### src/rtl/fetch_ctrl_pkg.sv
// fetch_ctrl_pkg: shared state encoding and next-PC select codes for pc_fetch_ctrl.
package fetch_ctrl_pkg;
  typedef enum logic [1:0] {BOOT, RUN, IWAIT, ERR} state_t;
  localparam logic [1:0] PCSRC_INC    = 2'b00;
  localparam logic [1:0] PCSRC_BRANCH = 2'b01;
  localparam logic [1:0] PCSRC_JUMP   = 2'b10;
endpackage

### src/rtl/load_use_detect.sv
// load_use_detect: flags a Decode source that needs the result of a load still in Execute.
module load_use_detect (
  input  logic       mem_read_E,
  input  logic [4:0] rd_E,
  input  logic [4:0] rs1_D,
  input  logic [4:0] rs2_D,
  output logic       lu
);
  assign lu = mem_read_E && (rd_E != 5'd0) && ((rd_E == rs1_D) || (rd_E == rs2_D));
endmodule

### src/rtl/pc_fetch_ctrl.sv
// pc_fetch_ctrl: next-PC select, PC/F-D enables and F-D/D-E flushes for the front end.
// Define PC_FETCH_CTRL_PERF_EN to build the saturating stall/flush performance counters.
module pc_fetch_ctrl
  import fetch_ctrl_pkg::*;
#(
  parameter int BOOT_CYCLES = 2,
  parameter int TIMEOUT     = 255,
  parameter int CNT_WIDTH   = 32
) (
  input  logic                 clk,
  input  logic                 rst,
  input  logic                 imem_ready,
  input  logic                 branch_taken_E,
  input  logic                 jump_D,
  input  logic                 mem_read_E,
  input  logic [4:0]           rd_E,
  input  logic [4:0]           rs1_D,
  input  logic [4:0]           rs2_D,
  output logic [1:0]           PCsrc,
  output logic                 pc_en,
  output logic                 fd_en,
  output logic                 fd_flush,
  output logic                 de_flush,
  output logic                 fetch_err,
  output logic [CNT_WIDTH-1:0] stall_cnt,
  output logic [CNT_WIDTH-1:0] flush_cnt
);
  localparam logic [3:0]  BOOT_LAST = 4'(BOOT_CYCLES - 1);
  localparam logic [15:0] WAIT_LAST = 16'(TIMEOUT - 1);
  state_t      state, state_nx;
  logic [3:0]  boot_cnt;
  logic [15:0] wait_cnt;
  logic        lu, active;
  load_use_detect u_lu (
    .mem_read_E(mem_read_E),
    .rd_E(rd_E),
    .rs1_D(rs1_D),
    .rs2_D(rs2_D),
    .lu(lu)
  );
  assign active    = (state == RUN) || (state == IWAIT);
  assign fetch_err = (state == ERR);
  always_ff @(posedge clk or negedge rst)
    if (!rst) begin
      state    <= BOOT;
      boot_cnt <= '0;
      wait_cnt <= '0;
    end else begin
      state    <= state_nx;
      boot_cnt <= (state == BOOT) ? boot_cnt + 4'd1 : '0;
      wait_cnt <= (!active || imem_ready) ? '0 : wait_cnt + 16'd1;
    end
  always_comb begin
    state_nx = state;
    if (state == BOOT)
      state_nx = (boot_cnt == BOOT_LAST) ? RUN : BOOT;
    else if (state != ERR)
      state_nx = imem_ready ? RUN : (wait_cnt == WAIT_LAST) ? ERR : IWAIT;
  end
  // BOOT and ERR share the default: everything held, both registers bubbled.
  always_comb begin
    PCsrc    = PCSRC_INC;
    pc_en    = 1'b0;
    fd_en    = 1'b0;
    fd_flush = 1'b1;
    de_flush = 1'b1;
    if (active) begin
      if (branch_taken_E) begin
        PCsrc = PCSRC_BRANCH;
        pc_en = 1'b1;
        fd_en = 1'b1;
      end else if (!imem_ready || lu) begin
        fd_flush = 1'b0;
      end else if (jump_D) begin
        PCsrc    = PCSRC_JUMP;
        pc_en    = 1'b1;
        fd_en    = 1'b1;
        de_flush = 1'b0;
      end else begin
        pc_en    = 1'b1;
        fd_en    = 1'b1;
        fd_flush = 1'b0;
        de_flush = 1'b0;
      end
    end
  end
`ifdef PC_FETCH_CTRL_PERF_EN
  always_ff @(posedge clk or negedge rst)
    if (!rst) begin
      stall_cnt <= '0;
      flush_cnt <= '0;
    end else begin
      if (active && !pc_en && !(&stall_cnt)) stall_cnt <= stall_cnt + CNT_WIDTH'(1);
      if (active && fd_flush && !(&flush_cnt)) flush_cnt <= flush_cnt + CNT_WIDTH'(1);
    end
`else
  assign stall_cnt = '0;
  assign flush_cnt = '0;
`endif
endmodule

### config.mk
export PLATFORM = sky130hd
export DESIGN_NAME = pc_fetch_ctrl
export DESIGN_NICKNAME = d
export VERILOG_FILES = /design/src/rtl/fetch_ctrl_pkg.sv /design/src/rtl/load_use_detect.sv /design/src/rtl/pc_fetch_ctrl.sv
export SDC_FILE = /design/constraint.sdc
export NUM_CORES = 1
export LEC_CHECK = 0
export ABC_CLOCK_PERIOD_IN_PS = 1620
export BUFFER_PORTS_ARGS = -buffer_cell sky130_fd_sc_hd__buf_2
export CAP_MARGIN = 10
export CORE_ASPECT_RATIO = 0.6
export CORE_UTILIZATION = 45
export CTS_BUF_LIST = sky130_fd_sc_hd__clkbuf_4 sky130_fd_sc_hd__clkbuf_8
export DETAILED_ROUTE_END_ITERATION = 7
export GPL_TIMING_DRIVEN = 0
export PLACE_DENSITY = 0.78
export SYNTH_ARGS = -nofsm -noshare
export SYNTH_HDL_FRONTEND = slang
export SYNTH_SLANG_ARGS = --single-unit
### constraint.sdc
create_clock -name clk -period 1.62 [get_ports clk]
set_input_delay 0.081 -clock clk [delete_from_list [all_inputs] [get_ports clk]]
set_output_delay 0.081 -clock clk [all_outputs]
set_load 0.01 [all_outputs]
==> summary.md <==
| Metric | Value |
|---|---|
| Setup TNS after final layout | `0 ns` |
| CP max FO | `3` |
| Final Hold Viols | `0` |
| Die Y-Extent | `51.0 um` |
| CP max stage cell | `or4_1` |
| Fillers | `321` |
| Hold Crit Class | `in -> reg` |
| Worst Path Required | `1.54 ns` |
| Unique masters post-synth | `34` |
| Hpwl dp | `2590 um` |
| Global-route wire length before repair | `5290 um` |
| CTS buffer count | `3` |
| Total number of vias | `1430` |
| Leakage power | `1.25 nW` |
| Drt first-iter violations | `46` |
| Critical path data arrival time | `1.48 ns` |
| Vias in the first global route | `1169` |
| Root Buffer | `clkbuf_8` |
| Worst path max stage delay | `0.53 ns` |
| Largest net degree at the start of global routing | `23` |
| Sequential area share after synthesis | `0.306` |
| Post-route clock period utilization | `0.962` |
| Ports | `92` |
| CP startpoint kind | `input port` |
| Routability Congestion | `0.784` |
| Setup CP Type | `in -> out` |
| Global-route usage over all layers | `0.154` |
| Clock Skews | `0.00126 ns` |
| DRC viols | `0` |
| Worst-case clock buffer depth | `2` |
| Flop and latch count out of synthesis | `22` |
| Post-synth EDFFs | `0` |
| Diode count | `0` |
| Total power draw | `0.00116 W` |
| Crit-path cells | `buf_2 > or4_1 > o21ai_2 > buf_4 > inv_2 > a211oi_2 > buf_2` |
| FMAX | `0.642 GHz` |
| Max Cap Violations | `0` |
| Syn_area_per_cell | `8.86 um^2` |
| Area Growth Syn to Fin | `29.8%` |
| Mapped Cells | `203` |
| Share of cells above drive strength 1 | `0.365` |
| Max-slew violation count | `0` |
| Tmin final | `1.56 ns` |
| Pwr Density | `498 mW/mm^2` |
| Buf/Inv on CP | `4` |
| Critical Path Sink Type | `output pin` |
| Port-buffer cells | `27` |
| Via/cell ratio | `4.11` |
| DP Area | `0.00223 mm^2` |
| Warnings, synthesis | `0` |
| Rows | `17` |
| Drt pass-1 iters | `4` |
| Outcome | `finished, final reports clean` |
| Clk Latency, worst-skew pair | `0.26 ns` |
| CTS clk-pin slew, worst paths | `0.08 ns` |
| Delay-heaviest family, CP | `simple AND/OR/NAND/NOR gates` |
| Top cell by count, worst path | `buf_2` |
| Most frequent cells in the layout | `69 x buf_4, 64 x conb_1, 27 x buf_2` |
| Synth Flop Type | `dfrtp_1` |
| Maximum vdd drop | `0.000361 V` |
| Commonest non-fill, non-tap cell in the layout | `buf_4` |
| Clock Sink Count | `22` |
| Initial Utilization | `0.480` |
| Wirelength per Cell | `9.64 um` |
| Syn Std Cell Area | `0.00180 mm^2` |
| Fin area | `0.00233 mm^2` |
| Setup violation total in the final timing report | `0` |
| Total congestion overflow | `0` |
| WL final | `3350 um` |
| FFs w/ async S/R, synth | `1.00` |
| Antenna Violating Nets Remaining | `0` |
| CTS tree | `done` |
| Initial antenna violation count | `0` |
| Layout net count | `331` |
| CTS HTree Levels | `1` |
| Core ar. | `0.00374 mm^2` |
| Die area | `0.00426 mm^2` |
| Die width | `83.6 um` |
[worst reg2reg max path, stage by stage, from the launching register on]
cell and delay [ns]:
dfrtp_1 0.43, ha_1 0.23, nand3_2 0.20, nor4_2 0.34, xnor2_1 0.15, nor2_1 0.06
[flip-flops by register name, summed over array words and instances, names as in the netlist]
signal    flops
state         2
boot_cnt      4
wait_cnt     16
[metrics by stage]
stage               worst slack (ns)  hold slack, ns   util  std cells
detailed placement            -0.182          0.0702  0.595        340
global placement              -0.164          0.0653  0.595        340
CTS                          0.00291          0.0794  0.613        346
floorplan                      0.118          -0.215      -        266
finish                        0.0619          0.0853  0.623        348
global route                 -0.0111           0.106  0.623        348
[worst paths after layout]
path | from | end | slack [ns] | cells past startpoint
min reg2reg | boot_cnt[0] | boot_cnt[0] | 0.51 | 1
max in group asynchronous | rst | wait_cnt[5] | 0.98 | 2
max | rd_E[0] | PCsrc[1] | 0.06 | 7
min | imem_ready | state[1] | 0.09 | 2
max reg2reg | wait_cnt[0] | wait_cnt[14] | 0.10 | 5
min in group asynchronous | rst | wait_cnt[2] | 0.31 | 2
[power by group]
part	internal [W]	switching (W)	total [W]
Sequential	0.000549	0	0.000549
Clock	0.000166	0.000172	0.000338
Combinational	0.000142	0.000133	0.000275
[repair_timing]
item,CTS,global route
endpoints found under the hold margin,22,0
hold buffers,1,0
setup endpoints to repair,12,14
gates resized for setup,1,6
buffers inserted,2,2
pin swaps,0,1
[synth_stat cells, types with 2 or more instances]
cell type | n | area (um^2)
a21o_1 | 2 | 15.0
a21oi_1 | 5 | 25.0
and2_1 | 4 | 25.0
and4_1 | 2 | 17.5
buf_4 | 65 | 488
clkbuf_1 | 2 | 7.51
dfrtp_1 | 22 | 551
ha_1 | 7 | 87.6
inv_1 | 6 | 22.5
nand2_1 | 7 | 26.3
nand2b_1 | 2 | 12.5
nand3_1 | 6 | 30.0
nand4_1 | 5 | 31.3
nor2_1 | 18 | 67.6
nor2b_1 | 2 | 12.5
nor3_1 | 2 | 10.0
nor4_1 | 4 | 25.0
o21ai_0 | 3 | 15.0
or3_1 | 2 | 12.5
xnor2_1 | 17 | 149
xor2_1 | 7 | 61.3
[cells by family after synthesis]
| family | after synthesis | share of synthesized area |
|---|---|---|
| buffers and inverters | 74 | 0.290 |
| XOR/XNOR | 24 | 0.117 |
| AND/OR/NAND/NOR | 60 | 0.181 |
| adder cells (fa/ha/maj) | 7 | 0.0487 |
| flip-flops | 22 | 0.306 |
| AO/OA/AOI/OAI | 15 | 0.0550 |
| other | 1 | 0.00209 |
[metal layers]
metal | up-vias | share of wire | track usage
met5 | - | 0 | 0
met4 | 0 | 0.0075 | 0.0169
met3 | 4 | 0.054 | 0.0339
met2 | 48 | 0.45 | 0.256
met1 | 639 | 0.49 | 0.215
li1 | 739 | - | -
[final cells by class]
cell class,count,area [um^2],area share
buffer,67,497,0.213
multi-input combinational,170,985,0.422
inverter,7,26.3,0.0113
timing repair buffer,32,175,0.0751
sequential,22,551,0.236
clock buffer,3,41.3,0.0177
tap,47,58.8,0.0252
(Power assumes the default switching activity.)
